File: config.mk
export PLATFORM = sky130hd
export DESIGN_NAME = instr_fetch_unit
export DESIGN_NICKNAME = d
export VERILOG_FILES = /design/src/rtl/cpu_pkg.sv /design/src/rtl/instr_fetch_unit.sv
export SDC_FILE = /design/constraint.sdc
export NUM_CORES = 1
export LEC_CHECK = 0
export CAP_MARGIN = 20
export CORE_MARGIN = 2
export CORE_UTILIZATION = 42
export DETAILED_ROUTE_END_ITERATION = 10
export MAX_ROUTING_LAYER = met4
export PLACE_DENSITY = 0.91
export SLEW_MARGIN = 25
export SYNTH_ARGS = -nofsm -noshare
export SYNTH_HDL_FRONTEND = slang
export SYNTH_SLANG_ARGS = --single-unit
File: constraint.sdc
create_clock -name clk -period 5 [get_ports clk]
set_clock_uncertainty 0.1 [all_clocks]
set_input_delay 0.5 -clock clk [delete_from_list [all_inputs] [get_ports clk]]
set_output_delay 0.5 -clock clk [all_outputs]
set_load 0.02 [all_outputs]
File: src/rtl/cpu_pkg.sv
// Shared definitions for the 16-bit CPU pipeline stages.
`default_nettype none

package cpu_pkg;

  localparam int XLEN = 16;
  localparam logic [XLEN-1:0] INSTR_STEP = 16'd2;

  typedef enum logic [1:0] {
    IDLE = 2'd0,
    REQ  = 2'd1,
    HOLD = 2'd2
  } fetch_state_t;

endpackage

`default_nettype wire

File: src/rtl/instr_fetch_unit.sv
// Instruction-fetch stage: owns the PC, fetches one word per handshake and
// offers PC+2 / PC+imm candidates to the PC-source select stage.
`default_nettype none

module instr_fetch_unit
  import cpu_pkg::*;
#(
  parameter logic [XLEN-1:0] RESET_PC = 16'h0000
) (
  input  logic            clk,
  input  logic            rst_n,
  output logic            imem_req,
  output logic [XLEN-1:0] imem_addr,
  input  logic            imem_ready,
  input  logic [XLEN-1:0] imem_rdata,
  output logic            instr_valid,
  output logic [XLEN-1:0] instr,
  input  logic            instr_ack,
  input  logic [XLEN-1:0] next_pc,
  input  logic [XLEN-1:0] imm,
  output logic [XLEN-1:0] pc,
  output logic [XLEN-1:0] pc_plus2,
  output logic [XLEN-1:0] pc_plus_imm,
  input  logic            flush,
  output logic            fetch_err
);

  localparam logic [XLEN-1:0] RESET_PC_ALIGNED = {RESET_PC[XLEN-1:1], 1'b0};

  fetch_state_t state;
  fetch_state_t state_nxt;
  logic         pc_load;
  logic         instr_load;

  always_ff @(posedge clk or negedge rst_n) begin
    if (!rst_n) begin
      state <= IDLE;
    end else begin
      state <= state_nxt;
    end
  end

  // flush outranks both ack and an in-flight memory beat
  always_comb begin
    state_nxt   = state;
    pc_load     = 1'b0;
    instr_load  = 1'b0;
    imem_req    = 1'b0;
    instr_valid = 1'b0;
    case (state)
      IDLE: begin
        state_nxt = REQ;
      end
      REQ: begin
        imem_req = 1'b1;
        if (flush) begin
          pc_load = 1'b1;
        end else if (imem_ready) begin
          instr_load = 1'b1;
          state_nxt  = HOLD;
        end
      end
      HOLD: begin
        instr_valid = 1'b1;
        if (flush || instr_ack) begin
          pc_load   = 1'b1;
          state_nxt = REQ;
        end
      end
      default: begin
        state_nxt = IDLE;
      end
    endcase
  end

  always_ff @(posedge clk or negedge rst_n) begin
    if (!rst_n) begin
      pc        <= RESET_PC_ALIGNED;
      instr     <= '0;
      fetch_err <= 1'b0;
    end else begin
      if (pc_load) begin
        pc <= {next_pc[XLEN-1:1], 1'b0};
        if (next_pc[0]) begin
          fetch_err <= 1'b1;
        end
      end
      if (instr_load) begin
        instr <= imem_rdata;
      end
    end
  end

  assign imem_addr   = pc;
  assign pc_plus2    = pc + INSTR_STEP;
  assign pc_plus_imm = pc + imm;

endmodule

`default_nettype wire

==> run metrics, run 1 <==
status=finished, final reports clean; routed len/inst=15.66 microns; worst setup path class=input port to primary output; Netlist cell types=39; syn_area_per_cell=10.15 sq um; Clk pin slew, worst setup/hold paths=around 0.060 ns; DR iter-0 viols=36; Seq/Total Area, Yosys=35.38%; GRT Overall Usage=21.74%; worst hold start=fetch_err; critical path fanouts, max=4; DRT Wirelength=about 6700 microns; Max Fclk=0.2527 GHz; start of the worst register-to-register path=state[0]; fin crit share=79.16%; setup TNS=0 ns; Synth warnings=0; Post-Syn Area=2405 sq um; Final HPWL DP=between 5000 and 6000 microns; Pleak=0.001578 uW; RSZ-0062 raised after global routing=no; IO Port Bufs=130; deepest level of the CTS H-tree=2; post-CTS resize count=0; Starting Density=a little over two fifths; met1 wire length=2633 microns; worst hold path type=register to register; max cap viols=0; Worst Tran Pin Value=0.8988 ns; first-pass GRT wire length=roughly 10000 microns; met3 WL=452 microns; TritonCTS buffer count=5; Final ANT Viol Nets=0; CP required=4.40 ns; CP Data Arrival Time=3.36 ns; fin nets=428; Primary FF master, synth=dfrtp_1; core footprint=5507 sq um; final max-slew violation count=0; Worst Setup Start Kind=input port; clock tree from TritonCTS=yes; layout cell share with drive strength beyond 1=11.24%; Post-CTS Hold Buffers=0; clock latency on the worst-skew pair=0.28 ns; count of flip-flops with a built-in enable after synthesis=0; largest net degree at the start of global routing=35; Die ar.=approximately 6300 sq um; met2 WL=3497 microns; Die X=79.67 microns; VDD IR-drop max=0.0004998 V; # rows=27; Worst setup EP type=primary output; die height=79.67 microns; clock buffer depth=2; Layout area overhead=55.83%; # DRC=0; R2R setup slack=2.75 ns; pre-CTS setup slack=1.025 ns; Final setup viols=0; vias post-DR=roughly 2200; Root Driver=clkbuf_8; number of global-route vias before repair=2257; #FFs+latches synth=34; Final WS setup=1.042 ns; Vias/cell=5.222; clk sinks=34; post-CTS setup buffers=0; antenna diode count=0; Final Hold Fails=0; Worst Setup SP=imm[1]; global route overflow=0; routability cong.=roughly 0.84; max_slew headroom=39.73%; placed cell area=roughly 3700 sq um; top-level I/O count=136; pwr dens=811.0 nW/um^2; min cycle time layout=~4 ns; Mapped Cells=237; Pre-antenna DRT Iters=4; design area=3747 sq um; Async SR Flop Fraction=100.0%; initial antenna violation count=0; top layer in use=met4
flip-flops by register name, indices dropped and copies added, names as in the netlist:
signal,flops
imem_addr,15
state,2
fetch_err,1
instr,16
synthesized netlist by cell type, types with 2 or more instances:
library cell / n / area [sq um]
nor2_1: 10 / 37.54
a21o_1: 7 / 52.55
a221oi_1: 2 / 17.52
inv_1: 7 / 26.28
a21boi_0: 2 / 15.01
ha_1: 19 / 237.7
nand3_1: 14 / 70.07
mux2_2: 29 / 326.6
and3_1: 6 / 37.54
nor3_1: 7 / 35.03
buf_4: 19 / 142.6
nor2b_1: 3 / 18.77
dfrtp_1: 34 / 850.8
clkbuf_1: 2 / 7.510
o21ai_0: 6 / 30.03
xor2_1: 9 / 78.83
nand2_1: 13 / 48.80
xnor2_1: 14 / 122.6
a21oi_1: 14 / 70.07
power by group:
| group | switching, uW | internal [uW] |
|---|---|---|
| clock | 92.2 | 111 |
| combinational | 1120 | 1120 |
| sequential | 181 | 417 |
worst max-delay path, stage by stage:
cell             delay, ns
clkdlybuf4s50_1       0.40
ha_1                  0.20
fa_1                  0.41
a21o_1                0.21
a221o_1               0.40
a2111oi_2             0.38
nor3_1                0.11
xor2_1                0.13
clkdlybuf4s50_1       0.61
area by class of cell:
| class | count | area, sq um |
|---|---|---|
| clock inverters | 1 | 5.005 |
| repair buffers | 131 | 1309 |
| well taps | 72 | 90.09 |
| multi-input cells | 176 | 1380 |
| flip-flops and latches | 34 | 850.8 |
| inverters | 7 | 26.28 |
| clock buffers | 7 | 86.33 |
| fillers | 396 | 1759 |
layout by cell type (no fill, tap or decap), types with 2 or more instances in the layout:
master	netlist	layout
a21oi_1	14	14
xor2_1	9	9
a221oi_1	2	2
clkbuf_8	0	6
mux2_2	29	29
nor3_1	7	7
nand3_1	14	14
ha_1	19	19
conb_1	1	3
a21o_1	7	7
clkdlybuf4s50_1	0	130
and3_1	6	6
inv_1	7	7
dfrtp_1	34	34
xnor2_1	14	14
nor2b_1	3	3
a21boi_0	2	2
o21ai_0	6	6
nor2_1	10	10
nand2_1	13	13
per-layer routing:
layer,vias up,global-route usage [%]
met4,0,6.897
met1,1061,23.03
met5,-,-
met3,10,5.090
met2,100,39.83
li1,1064,-
per-stage QoR:
stage | total power, uW | hold WS (ns) | util, % | instances
finish | 3039 | 0.3579 | 68.05 | 428
global route | 3217 | 0.3776 | 68.05 | 428
CTS | 3065 | 0.3635 | 68.05 | 428
detailed placement | 2846 | 0.3476 | 66.39 | 420
global placement | 2784 | 0.3389 | 66.39 | 420
floorplan | 1911 | 0.1044 | - | 239
logic make-up (layout without fill, tap and decap cells):
group / after synthesis / after routing / share of synthesized area, %
AO/OA/AOI/OAI: 43 / 43 / 12.33
XOR/XNOR: 23 / 23 / 8.377
adder cells (fa/ha/maj): 20 / 20 / 10.72
buffers and inverters: 29 / 146 / 7.544
flip-flops: 34 / 34 / 35.38
multiplexers: 29 / 29 / 13.58
other: 1 / 3 / 0.1559
AND/OR/NAND/NOR: 58 / 58 / 11.92
path summary, 6_finish.rpt:
| path | endpoint | cells past startpoint |
|---|---|---|
| max | pc_plus_imm[13] | 9 |
| min | fetch_err | 1 |
| max reg2reg | imem_addr[4] | 5 |
| min reg2reg | fetch_err | 1 |
| max in group asynchronous | imem_addr[9] | 2 |
| min in group asynchronous | instr[0] | 2 |
No activity file was read; power rests on OpenSTA's default activity.
==> inputs of run 2 (changes only) <==
Settings changed: CORE_UTILIZATION 42 to 39, PLACE_DENSITY 0.91 to 0.86.
Clock period 5 ns to 4.1 ns, I/O delays scaled along.
==> run 2 against run 1 <==
  * Routed wire length down 6.2%
  * First-iteration DRC count up 140%
  * Core utilization fell by 5.3 points
  * Non-clock buffer count shrank 1
  * Critical path depth did not move
  * Flip-flop and latch count unchanged
  * Register-to-register slack worse by 0.86 ns
==> run metrics, run 2 (same netlist as run 1, synthesis figures left out) <==
core footprint=5956 sq um (was 5507 sq um); Die ar.=6810 sq um (was 6347 sq um); Clk pin slew, worst setup/hold paths=0.07 ns (was 0.06 ns); Worst Setup Start Kind=input port (unchanged); deepest level of the CTS H-tree=2 (unchanged); Final Instance Count excl. Fillers=430 (was 428); # rows=28 (was 27); status=finished, final reports clean (unchanged); Largest Register=instr (unchanged); worst hold slack=0.09558 ns (was 0.3579 ns); Die X=82.53 microns (was 79.67 microns); TritonCTS buffer count=5 (unchanged); min cycle time layout=3.763 ns; clock buffer depth=2 (unchanged); IO Port Bufs=130 (unchanged); most frequent cells in the layout=clkdlybuf4s50_1 (129), dfrtp_1 (34), mux2_2 (29) (was clkdlybuf4s50_1 (130), dfrtp_1 (34), mux2_2 (29)); Pleak=0.001573 uW (was 0.001578 uW); design area=3739 sq um (was 3747 sq um); layout cell share with drive strength beyond 1=11.27% (was 11.24%); CP Data Arrival Time=3.25 ns (was 3.36 ns); post-CTS resize count=0 (unchanged); Root Driver=clkbuf_8 (unchanged); vias post-DR=2203 (was 2235); R2R setup slack=1.89 ns (was 2.75 ns); Final ANT Viol Nets=0 (unchanged); first-pass GRT wire length=10050 microns (was 10470 microns); CP required=3.59 ns (was 4.40 ns); final max-slew violation count=0 (unchanged); fin crit share=91.79%; largest net degree at the start of global routing=35 (unchanged); total area of sequential cells=850.8 sq um (unchanged); DRT Wirelength=6284 microns (was 6702 microns); clock tree from TritonCTS=yes (unchanged); Starting Density=40.38% (was 43.67%); # DRC=0 (unchanged); global route overflow=0 (unchanged); clk sinks=34 (unchanged); Final HPWL DP=5151 microns (was 5411 microns); max cap viols=0 (unchanged); setup TNS=0 ns (unchanged); critical path fanouts, max=4 (unchanged); number of global-route vias before repair=2126 (was 2257); Vias/cell=5.123 (was 5.222); VDD IR-drop max=0.0006151 V (was 0.0004998 V); top-level I/O count=136 (unchanged); RSZ-0062 raised after global routing=no (unchanged); max_slew headroom=42.75% (was 39.73%); area of the multi-input gates=1380 sq um (unchanged); post-CTS setup buffers=0 (unchanged); most common cell after layout, fill and taps aside=clkdlybuf4s50_1 (unchanged); placed cell area=3647 sq um (was 3656 sq um); Max Fclk=0.2657 GHz; die height=82.53 microns (was 79.67 microns); Design Power=3681 uW (was 3039 uW); Final Hold Fails=0 (unchanged); Worst Tran Pin Value=0.8538 ns (was 0.8988 ns); placed cells=422 (was 420); Final setup viols=0 (unchanged); routed len/inst=14.61 microns (was 15.66 microns); max reg flops=16 (unchanged); initial antenna violation count=0 (unchanged); Layout area overhead=55.46% (was 55.83%); GRT Overall Usage=19.72% (was 21.74%); routability cong.=0.8215 (was 0.8408); pwr dens=984.6 nW/um^2 (was 811.0 nW/um^2); Pre-antenna DRT Iters=4 (unchanged); worst hold path type=input port to asynchronous set/reset pin (was register to register); Post-CTS Hold Buffers=0 (unchanged); Worst setup EP type=primary output (unchanged); antenna diode count=0 (unchanged); clock latency on the worst-skew pair=0.27 ns (was 0.28 ns); worst setup path class=input port to primary output (unchanged); # fillers=514 (was 396); fin nets=427 (was 428); DR iter-0 viols=86 (was 36)
==> run 2: cell types whose count changed in the layout (fill, tap and decap cells not counted), sizes merged <==
cell,before,now
clkdlybuf4s50,130,129
==> run 2: worst paths after layout <==
check,from,to,cells after the start
worst max-delay path,imm[1],pc_plus_imm[13],9
worst min-delay path,rst_n,instr[1],1
worst max register to register,state[0],imem_addr[14],5
worst min register to register,fetch_err,fetch_err,1
max in group asynchronous,rst_n,imem_addr[8],1
min in group clk,fetch_err,fetch_err,1
==> run 2: area by class of cell <==
cell class                      instances  area share, %
Timing Repair Buffer                  130          34.67
Inverter                                7         0.7028
Sequential cell                        34          22.76
Clock buffer                            7          2.309
Multi-Input combinational cell        176          36.91
Clock inverter                          1         0.1339
Tap cell                               75          2.510
==> run 2: report_power, final <==
part           total, uW  switching (uW)  internal [uW]
sequential           722             214            508
combinational       2710            1350           1360
clock                248             113            135
==> run 2: worst max-delay path, cell delays in order <==
cell and delay [ns]:
clkdlybuf4s50_1 0.40, ha_1 0.21, fa_1 0.40, a21o_1 0.21
a221o_1 0.39, a2111oi_2 0.38, nor3_1 0.11, xor2_1 0.13
clkdlybuf4s50_1 0.61
==> run 2: per-stage QoR <==
step	utilization [%]	setup slack, ns
floorplan	-	1.066
global placement	61.24	0.3271
detailed placement	61.24	0.3212
CTS	62.77	0.3189
global route	62.77	0.1739
finish	62.77	0.3366
==> run 2: per-layer routing <==
metal | vias to the layer above | global-route usage (%) | share of wire (%)
met2 | 101 | 34.03 | 51
met4 | 0 | 5.082 | 0.73
met5 | - | - | 0
met3 | 4 | 4.239 | 7.2
met1 | 1038 | 23.42 | 41
li1 | 1060 | - | -
==> inputs of run 3 (changes only) <==
Settings changed: CORE_UTILIZATION 39 to 60, DONT_BUFFER_PORTS from default to 1, MAX_ROUTING_LAYER met4 to default, PLACE_DENSITY 0.86 to 0.8.
==> run 3 against run 2 <==
  * Via count is 23% lower
  * Sequential power up 34%
  * Critical endpoint unchanged
  * Maximum frequency up 5.1%
  * Routed wire length fell by 25%
  * Die area shrank 33%
  * Combinational power is 44% lower
  * Final cell count fell by 35%
  * Register-to-register slack lost 0.14 ns
  * Non-clock buffer count fell by 124
  * Clock-buffer cell count shrank 1
==> run metrics, run 3 (same netlist as run 1, synthesis figures left out) <==
pwr dens=1103 nW/um^2 (was 984.6 nW/um^2); vias post-DR=1705 (was 2203); Vias/cell=6.111 (was 5.123); Final ANT Viol Nets=0 (unchanged); Root Driver=clkbuf_8 (unchanged); max_slew headroom=43.59% (was 42.75%); VDD IR-drop max=0.0005834 V (was 0.0006151 V); number of global-route vias before repair=1581 (was 2126); TritonCTS buffer count=5 (unchanged); GRT Overall Usage=20.90% (was 19.72%); clock tree from TritonCTS=yes (unchanged); Pleak=0.001095 uW (was 0.001573 uW); Pre-antenna DRT Iters=4 (unchanged); most frequent cells in the layout=dfrtp_1 (34), mux2_2 (29), ha_1 (19) (was clkdlybuf4s50_1 (129), dfrtp_1 (34), mux2_2 (29)); die height=67.31 microns (was 82.53 microns); max reg flops=16 (unchanged); routability cong.=0.7790 (was 0.8215); Worst setup EP type=primary output (unchanged); initial antenna violation count=0 (unchanged); antenna diode count=0 (unchanged); GRT met1 Usage=22.60% (was 23.42%); Final HPWL DP=3735 microns (was 5151 microns); deepest level of the CTS H-tree=2 (unchanged); CP Data Arrival Time=3.07 ns (was 3.25 ns); # DRC=0 (unchanged); Starting Density=61.44% (was 40.38%); RSZ-0062 raised after global routing=no (unchanged); Final Hold Fails=0 (unchanged); largest net degree at the start of global routing=35 (unchanged); Layout area overhead=2.393% (was 55.46%); Die X=67.31 microns (was 82.53 microns); # fillers=336 (was 514); Largest Register=instr (unchanged); met2 Use GR=36.14% (was 34.03%); core footprint=3914 sq um (was 5956 sq um); DRT Wirelength=4715 microns (was 6284 microns); Final Instance Count excl. Fillers=279 (was 430); DR iter-0 viols=36 (was 86); Final setup viols=0 (unchanged); worst setup path class=register to primary output (was input port to primary output); min cycle time layout=3.580 ns (was 3.763 ns); hold path cells=2; Worst Tran Pin Value=0.8413 ns (was 0.8538 ns); total area of sequential cells=850.8 sq um (unchanged); worst hold path type=input port to register (was input port to asynchronous set/reset pin); CP required=3.59 ns (about the same); Slowest Stage Delay on Critical Path=0.57 ns (was 0.61 ns); most common cell after layout, fill and taps aside=dfrtp_1 (was clkdlybuf4s50_1); critical path fanouts, max=7 (was 4); clk sinks=34 (unchanged); Slowest-stage cell, CP=dfrtp_1 (was clkdlybuf4s50_1); Worst Setup Start Kind=register (was input port); start of the worst register-to-register path=state[0] (unchanged); clock buffer depth=2 (unchanged); met3 Use GR=8.667% (was 4.239%); status=finished, final reports clean (unchanged); IO Port Bufs=0 (was 130); Die ar.=4531 sq um (was 6810 sq um); first-pass GRT wire length=7044 microns (was 10050 microns); # rows=23 (was 28); fin nets=303 (was 427); Clk pin slew, worst setup/hold paths=0.06 ns (was 0.07 ns); layout cell share with drive strength beyond 1=18.78% (was 11.27%); placed cells=271 (was 422); Worst Setup SP=imem_addr[1] (was imm[1]); crit-path cells=ha_1, fa_1, a21o_1, a221o_1, a2111oi_2, nor3_1, xor2_1 (was clkdlybuf4s50_1, ha_1, fa_1, a21o_1, a221o_1, a2111oi_2, nor3_1, xor2_1, clkdlybuf4s50_1); top-level I/O count=136 (unchanged); worst hold start=next_pc[1]; R2R depth=5 (unchanged); routed len/inst=16.90 microns (was 14.61 microns); global route hottest layer=met2 (unchanged); clock latency on the worst-skew pair=0.28 ns (was 0.27 ns); fin crit share=87.32% (was 91.79%); area of the multi-input gates=1380 sq um (unchanged); max cap viols=0 (unchanged); Max Fclk=0.2793 GHz (was 0.2657 GHz); global route overflow=0 (unchanged); setup TNS=0 ns (unchanged); final max-slew violation count=0 (unchanged)
-- run 3: worst paths after layout --
| kind | slack [ns] | to |
|---|---|---|
| min in group asynchronous | 0.47 | instr[0] |
| min reg2reg | 0.48 | state[0] |
| max in group asynchronous | 3.25 | imem_addr[10] |
| min | 0.15 | imem_addr[1] |
| max reg2reg | 1.75 | imem_addr[14] |
| max | 0.52 | pc_plus_imm[13] |
-- run 3: cell type report --
type                       instances  share of cell area, %
timing repair buffer               6                  2.439
sequential                        34                  34.55
clock buffer                       6                  3.354
tap                               50                  2.541
multi-input combinational        176                  56.05
inverter                           7                  1.067
-- run 3: where the power goes --
group          internal, uW  switching [uW]
logic                   564             952
clock network           129             102
registers               505             465
total                  1200            1520
-- run 3: per-layer routing --
| metal | vias to the layer above | wire (microns) |
|---|---|---|
| met2 | 84 | 2320 |
| met1 | 804 | 1819 |
| met5 | - | 0 |
| met4 | 0 | 66 |
| met3 | 7 | 508 |
| li1 | 810 | - |
-- run 3: metrics by stage --
stage | hold slack (ns) | setup slack (ns) | cell area [sq um] | power, uW | utilization (%)
5_1_grt | 0.1485 | 0.3891 | 2462 | 2906 | 62.92
3_3_place_gp | 0.01495 | 0.8442 | 2350 | 2452 | 60.04
4_1_cts | 0.1390 | 0.4982 | 2462 | 2736 | 62.92
2_1_floorplan | 0.01441 | 1.066 | 2412 | 2330 | -
6_report | 0.1478 | 0.5198 | 2462 | 2717 | 62.92
3_5_place_dp | 0.01497 | 0.8089 | 2350 | 2486 | 60.04
-- run 3: repair_timing --
action,in CTS,in global routing
setup buffers,0,0
hold buffers,2,0
endpoints found under the hold margin,34,0
gates resized for setup,0,0
-- run 3: critical path, delay by kind of cell (launching register included) --
family / cells / cell delay, ns
xor+xnor: 1 / 0.39
compound gates: 3 / 0.98
flops: 1 / 0.57
simple gates: 1 / 0.11
fa+ha+maj: 2 / 0.73
